### config.mk
export PLATFORM = sky130hd
export DESIGN_NAME = layer1_pool_stage
export DESIGN_NICKNAME = d
export VERILOG_FILES = /design/src/rtl/layer1_pool_stage.sv
export SDC_FILE = /design/constraint.sdc
export NUM_CORES = 2
export LEC_CHECK = 0
export CORE_AREA = 2 2 506 508
export CTS_CLUSTER_SIZE = 16
export DETAILED_ROUTE_END_ITERATION = 12
export DIE_AREA = 0 0 508 510
export SLEW_MARGIN = 20
export SYNTH_ARGS = -nofsm -noshare
export SYNTH_HDL_FRONTEND = slang
export SYNTH_SLANG_ARGS = --single-unit
### constraint.sdc
create_clock -name clk_in -period 15.3 [get_ports clk_in]
set_input_delay 3.06 -clock clk_in [delete_from_list [all_inputs] [get_ports clk_in]]
set_output_delay 3.06 -clock clk_in [all_outputs]
set_load 0.005 [all_outputs]
### src/rtl/layer1_pool_stage.sv
`default_nettype none
// ============================================================================
// layer1_pool_stage: 2x2 pooling of a layer-1 conv word, one group per cycle.
// Optional: LAYER1_POOL_AVG_EN selects average pooling instead of max pooling.
// Revision: 1.0
// ============================================================================
module layer1_pool_stage #(
  parameter int BITS         = 16,
  parameter int BITS_SHIFT   = 4,
  parameter int POOL_CHANNEL = 4,
  parameter int CHANNEL_NUM  = 4,
  parameter int POOL_WINDOW  = 4,
  parameter int CNT_BITS     = 16
) (
  input  logic                                                    clk_in,
  input  logic                                                    rst,
  input  logic [((POOL_CHANNEL*CHANNEL_NUM*POOL_WINDOW)<<BITS_SHIFT)-1:0] data_in,
  input  logic                                                    in_valid,
  output logic                                                    in_ready,
  output logic [((POOL_CHANNEL*CHANNEL_NUM)<<BITS_SHIFT)-1:0]     data_out,
  output logic                                                    out_valid,
  input  logic                                                    out_ready,
  output logic [CNT_BITS-1:0]                                     frame_cnt
);

  localparam int IN_W  = (POOL_CHANNEL*CHANNEL_NUM*POOL_WINDOW) << BITS_SHIFT;
  localparam int OUT_W = (POOL_CHANNEL*CHANNEL_NUM) << BITS_SHIFT;
  localparam int IN_IW  = $clog2(IN_W);
  localparam int OUT_IW = $clog2(OUT_W);
  localparam int GRP_W  = (POOL_CHANNEL > 1) ? $clog2(POOL_CHANNEL) : 1;

  typedef enum logic [1:0] {
    ST_IDLE = 2'd0,
    ST_CMP  = 2'd1,
    ST_OUT  = 2'd2
  } state_t;

  state_t               state_q, state_d;
  logic [GRP_W-1:0]     grp_q, grp_d;
  logic [IN_W-1:0]      hold_q, hold_d;
  logic [OUT_W-1:0]     data_out_q, data_out_d;
  logic                 out_valid_q, out_valid_d;
  logic [CNT_BITS-1:0]  frame_cnt_q, frame_cnt_d;

  logic [CHANNEL_NUM*BITS-1:0] pooled;
  logic [OUT_IW-1:0]           out_base;

  // One shared comparator bank; grp_q steers which pool group it sees.
  for (genvar c = 0; c < CHANNEL_NUM; c++) begin : g_bank
    logic [BITS-1:0] v [POOL_WINDOW];
    for (genvar t = 0; t < POOL_WINDOW; t++) begin : g_win
      logic [IN_IW-1:0] base;
      assign base = IN_IW'(((32'(grp_q) * CHANNEL_NUM + c) * POOL_WINDOW + t) << BITS_SHIFT);
      assign v[t] = hold_q[base +: BITS];
    end
`ifdef LAYER1_POOL_AVG_EN
    logic [BITS+1:0] sum;
    logic [BITS+1:0] avg;
    assign sum = {2'b00, v[0]} + {2'b00, v[1]} + {2'b00, v[2]} + {2'b00, v[3]};
    assign avg = sum >> 2;
    assign pooled[c*BITS +: BITS] = avg[BITS-1:0];
`else
    logic [BITS-1:0] m_top, m_bot;
    assign m_top = (v[0] > v[1]) ? v[0] : v[1];
    assign m_bot = (v[2] > v[3]) ? v[2] : v[3];
    assign pooled[c*BITS +: BITS] = (m_top > m_bot) ? m_top : m_bot;
`endif
  end

  assign out_base = OUT_IW'((32'(grp_q) * CHANNEL_NUM) << BITS_SHIFT);

  always_comb begin
    state_d     = state_q;
    grp_d       = grp_q;
    hold_d      = hold_q;
    data_out_d  = data_out_q;
    out_valid_d = out_valid_q;
    frame_cnt_d = frame_cnt_q;
    in_ready    = 1'b0;
    case (state_q)
      ST_IDLE: begin
        in_ready = 1'b1;
        if (in_valid) begin
          hold_d  = data_in;
          grp_d   = '0;
          state_d = ST_CMP;
        end
      end
      ST_CMP: begin
        data_out_d[out_base +: CHANNEL_NUM*BITS] = pooled;
        grp_d = grp_q + 1'b1;
        if (grp_q == GRP_W'(POOL_CHANNEL-1)) begin
          out_valid_d = 1'b1;
          state_d     = ST_OUT;
        end
      end
      ST_OUT: begin
        in_ready = out_ready;
        if (out_ready) begin
          frame_cnt_d = frame_cnt_q + 1'b1;
          out_valid_d = 1'b0;
          // Back-to-back: the freed output slot lets the next word in now.
          if (in_valid) begin
            hold_d  = data_in;
            grp_d   = '0;
            state_d = ST_CMP;
          end else begin
            state_d = ST_IDLE;
          end
        end
      end
      default: state_d = ST_IDLE;
    endcase
  end

  always_ff @(posedge clk_in) begin
    if (rst) begin
      state_q     <= ST_IDLE;
      grp_q       <= '0;
      hold_q      <= '0;
      data_out_q  <= '0;
      out_valid_q <= 1'b0;
      frame_cnt_q <= '0;
    end else begin
      state_q     <= state_d;
      grp_q       <= grp_d;
      hold_q      <= hold_d;
      data_out_q  <= data_out_d;
      out_valid_q <= out_valid_d;
      frame_cnt_q <= frame_cnt_d;
    end
  end

  assign data_out  = data_out_q;
  assign out_valid = out_valid_q;
  assign frame_cnt = frame_cnt_q;

endmodule
`default_nettype wire

==> out/metrics.cfg <==
[outcome]
status=finished, final reports clean

[global_routing]
antenna_found_initial=32
gr-total-overflow=0
grt_pass1_wl_um=368200
gr-usage-all-layers_pct=19.24
grt_pass1_vias=53140
grt_max_degree=215

[logic_synthesis]
syn_avg_cell_area_um2=8.629
syn_area_um2=57200
ys_types=53
ys_ff_latch=1301
synthFlopType=dfxtp_1
async_flop_share_pct=0
yosys_warnings=0
synth_nets=7856
synth_edf_count=0
synth-seq-area-share_pct=45.53
synth_cells=6629

[sta]
finalWorstSetupSlack_ns=7.290
slew_headroom_pct=23.43
clock_skew_ns=0.03147
final.min_clock_period_ns=8.010
finalSetupViolCount=0
slew_violations=0
worst_pin_slew_ns=1.148
setup_tns_ns=0
fmax_mhz=124.8
hold_viol=0
rsz0062_at_grt=no
timing.final.crit_share_pct=52.35

[drt]
ant_nets=0
drcViolationCount=0
wl_um=262200
vias=54476
first_iter_violations=5207
wl_per_cell_um=23.43
viasPerCell=4.868
drt_pass1_iterations=6

[floorplanning]
coreArea_um2=253500
die_w_um=508
ioPinCount=1302
die_area_um2=259100
num_rows=185
initial_core_util_pct=22.57
die_h_um=510

[power]
swShare_pct=29.54
power.density_nw_per_um2=118.6
p_sw_mw=2.755
p_comb_share_pct=19.5
intPower_mw=6.570
p_leak_nw=28.33
power.share.clock_pct=40.9
vdd_ir_drop_max_v=0.0001065
seq_power_share_pct=39.6

[min_path]
min_path_type=reg2reg
hold_path_depth=2

[worst_setup_path]
worst_setup_path_start_kind=flip-flop
slowest_stage=dfxtp_4
cp_cell_sequence=buf_12, buf_4, mux4_2, ha_1, nor2b_1, o211ai_1, a2111o_1, a31oi_2, buf_4, mux2i_1, inv_1, ha_1, nand4_1, nor4_1, nor3_1, o31ai_1, nand3_1, o221ai_1
arrival_ns=8.68
crit_type=reg2reg
worst-path-max-fanout=65
required_ns=15.97
max_stage_delay_ns=0.91
worstRegToRegCells=18
end_kind=flip-flop

[clocking]
cts-resized-gates=0
postCtsHoldBufs=0
numClockSinks=1301
cts_root_buffer=clkbuf_16
htreeDepth=4
clk_pin_slew_worst_paths_ns=0.06
clock_path_buffers=3
post_cts_buffers=0
cts_tree=done
clock_latency_ns=0.81
cts_buffers=148

[placed_design]
dp_slack_ns=7.248
dpl_cell_area_um2=73360
gp_congestion=0.9424
post-dp-hpwl_um=202000
numPortBuffers=1301

[layout]
area.growth.synth_to_final_pct=37.44
nFillCells=26474
final_util_pct=31.02
num-nets-final=8903
fin_area_um2=78620
drive_gt1_share_pct=8.004

[run]
max_cap_viol_count=0

final cells by class:
type                    count  area [µm²]  share of cell area [%]
multi-input cells        4646       28600                   36.37
flip-flops and latches   1301       26050                   33.14
repair buffers           1376       13760                   17.50
well taps                3366        4212                   5.357
clock buffers             199        4189                   5.328
clock inverters            71       980.9                   1.248
inverters                 203       762.0                  0.9692
diodes                     28       70.07                 0.08912
worst max-delay path: cells and delay by family, from the launching register on:
| kind | cells | cell delay [ns] |
|---|---|---|
| AO/OA/AOI/OAI | 5 | 1.72 |
| adder cells (fa/ha/maj) | 2 | 0.66 |
| AND/OR/NAND/NOR | 5 | 1.48 |
| buffers and inverters | 4 | 1.48 |
| flip-flops | 1 | 0.91 |
| multiplexers | 2 | 1.31 |
metal layers:
| layer | part of all wire (%) | wire length, µm | track usage (%) | vias up |
|---|---|---|---|---|
| met5 | 0.039 | 103 | 0 | - |
| met4 | 5.1 | 13360 | 10.02 | 16 |
| met3 | 8.2 | 21390 | 4.710 | 429 |
| met2 | 46 | 121700 | 31.22 | 2477 |
| met1 | 40 | 105600 | 23.57 | 26541 |
| li1 | - | - | - | 25013 |
worst paths after layout:
kind / slack, ns / start / to
hold / removal: 0.45 / hold_q[780] / hold_q[780]
setup / recovery: 7.29 / grp_q[0] / data_out[108]
hold reg to reg: 0.45 / hold_q[780] / hold_q[780]
setup reg to reg: 7.29 / grp_q[0] / data_out[108]
flip-flops by register name (all words and copies together), names as in the netlist:
name,cells
data_out,256
frame_cnt,16
state_q,2
hold_q,1024
grp_q,2
out_valid,1
cells in the mapped netlist (16+ instances only):
cell | instances | share of area [%]
a21oi_1 | 1115 | 9.8
buf_1 | 18 | 0.12
buf_2 | 31 | 0.27
clkbuf_1 | 418 | 2.7
dfxtp_1 | 1301 | 46
ha_1 | 199 | 4.4
inv_1 | 203 | 1.3
mux2i_1 | 112 | 2.0
mux4_2 | 256 | 10
nand2_1 | 2366 | 16
nand3_1 | 30 | 0.26
nand4_1 | 50 | 0.55
nor2_1 | 35 | 0.23
nor2b_1 | 27 | 0.30
nor4_1 | 43 | 0.47
o21ai_0 | 24 | 0.21
o21ai_1 | 16 | 0.14
o221ai_1 | 258 | 4.0
power groups by stage:
stage / sequential (mW) / combinational (mW) / clock (mW)
2_1_floorplan: 3.70 / 1.08 / 0
3_3_place_gp: 3.76 / 1.77 / 0
3_5_place_dp: 3.77 / 1.80 / 0
4_1_cts: 3.69 / 1.81 / 3.87
5_1_grt: 3.71 / 1.96 / 4.01
6_report: 3.70 / 1.82 / 3.81
placed cells by master, fill, tap and decap left out, drive strengths merged, types with 4 or more instances in the layout:
master	n
ha	199
a21oi	1116
and3	4
clkdlybuf4s50	1300
nor3	5
dfxtp	1301
o21ai	40
clkbuf	199
nand3	30
nand2	2366
o211ai	10
a31oi	6
or3	5
inv	209
bufinv	18
o21a	6
clkinvlp	15
nand4	50
nor2	35
xor2	6
diode	28
a2111o	7
mux2i	112
xnor2	7
o221ai	258
clkinv	32
a211oi	21
nor4	45
nand2b	6
mux4	256
nor2b	27
a221oi	4
buf	76
per-stage QoR:
step                      std cells  hold slack (ns)  power, mW
after floorplan                6629           0.4331      4.784
after global placement        10892           0.4385      5.528
after detailed placement      10892           0.4437      5.566
after CTS                     11162           0.4527      9.368
after global routing          11180           0.4655      9.680
final                         11190           0.4491      9.325
kinds of logic (layout without fill, tap and decap cells):
group                      Yosys count  count (layout)  share of synthesized area, %
AOI/OAI and AO/OA                 1480            1480                         15.45
xor gates and xnor gates            13              13                        0.1990
adders and majority gates          199             199                         4.353
buffers and inverters              682            1849                         4.657
DFF                               1301            1301                         45.53
muxes                              368             368                         12.04
other                                0              28                             0
and+or+nand+nor                   2586            2586                         17.77
Power figures use the tool's default switching activity.
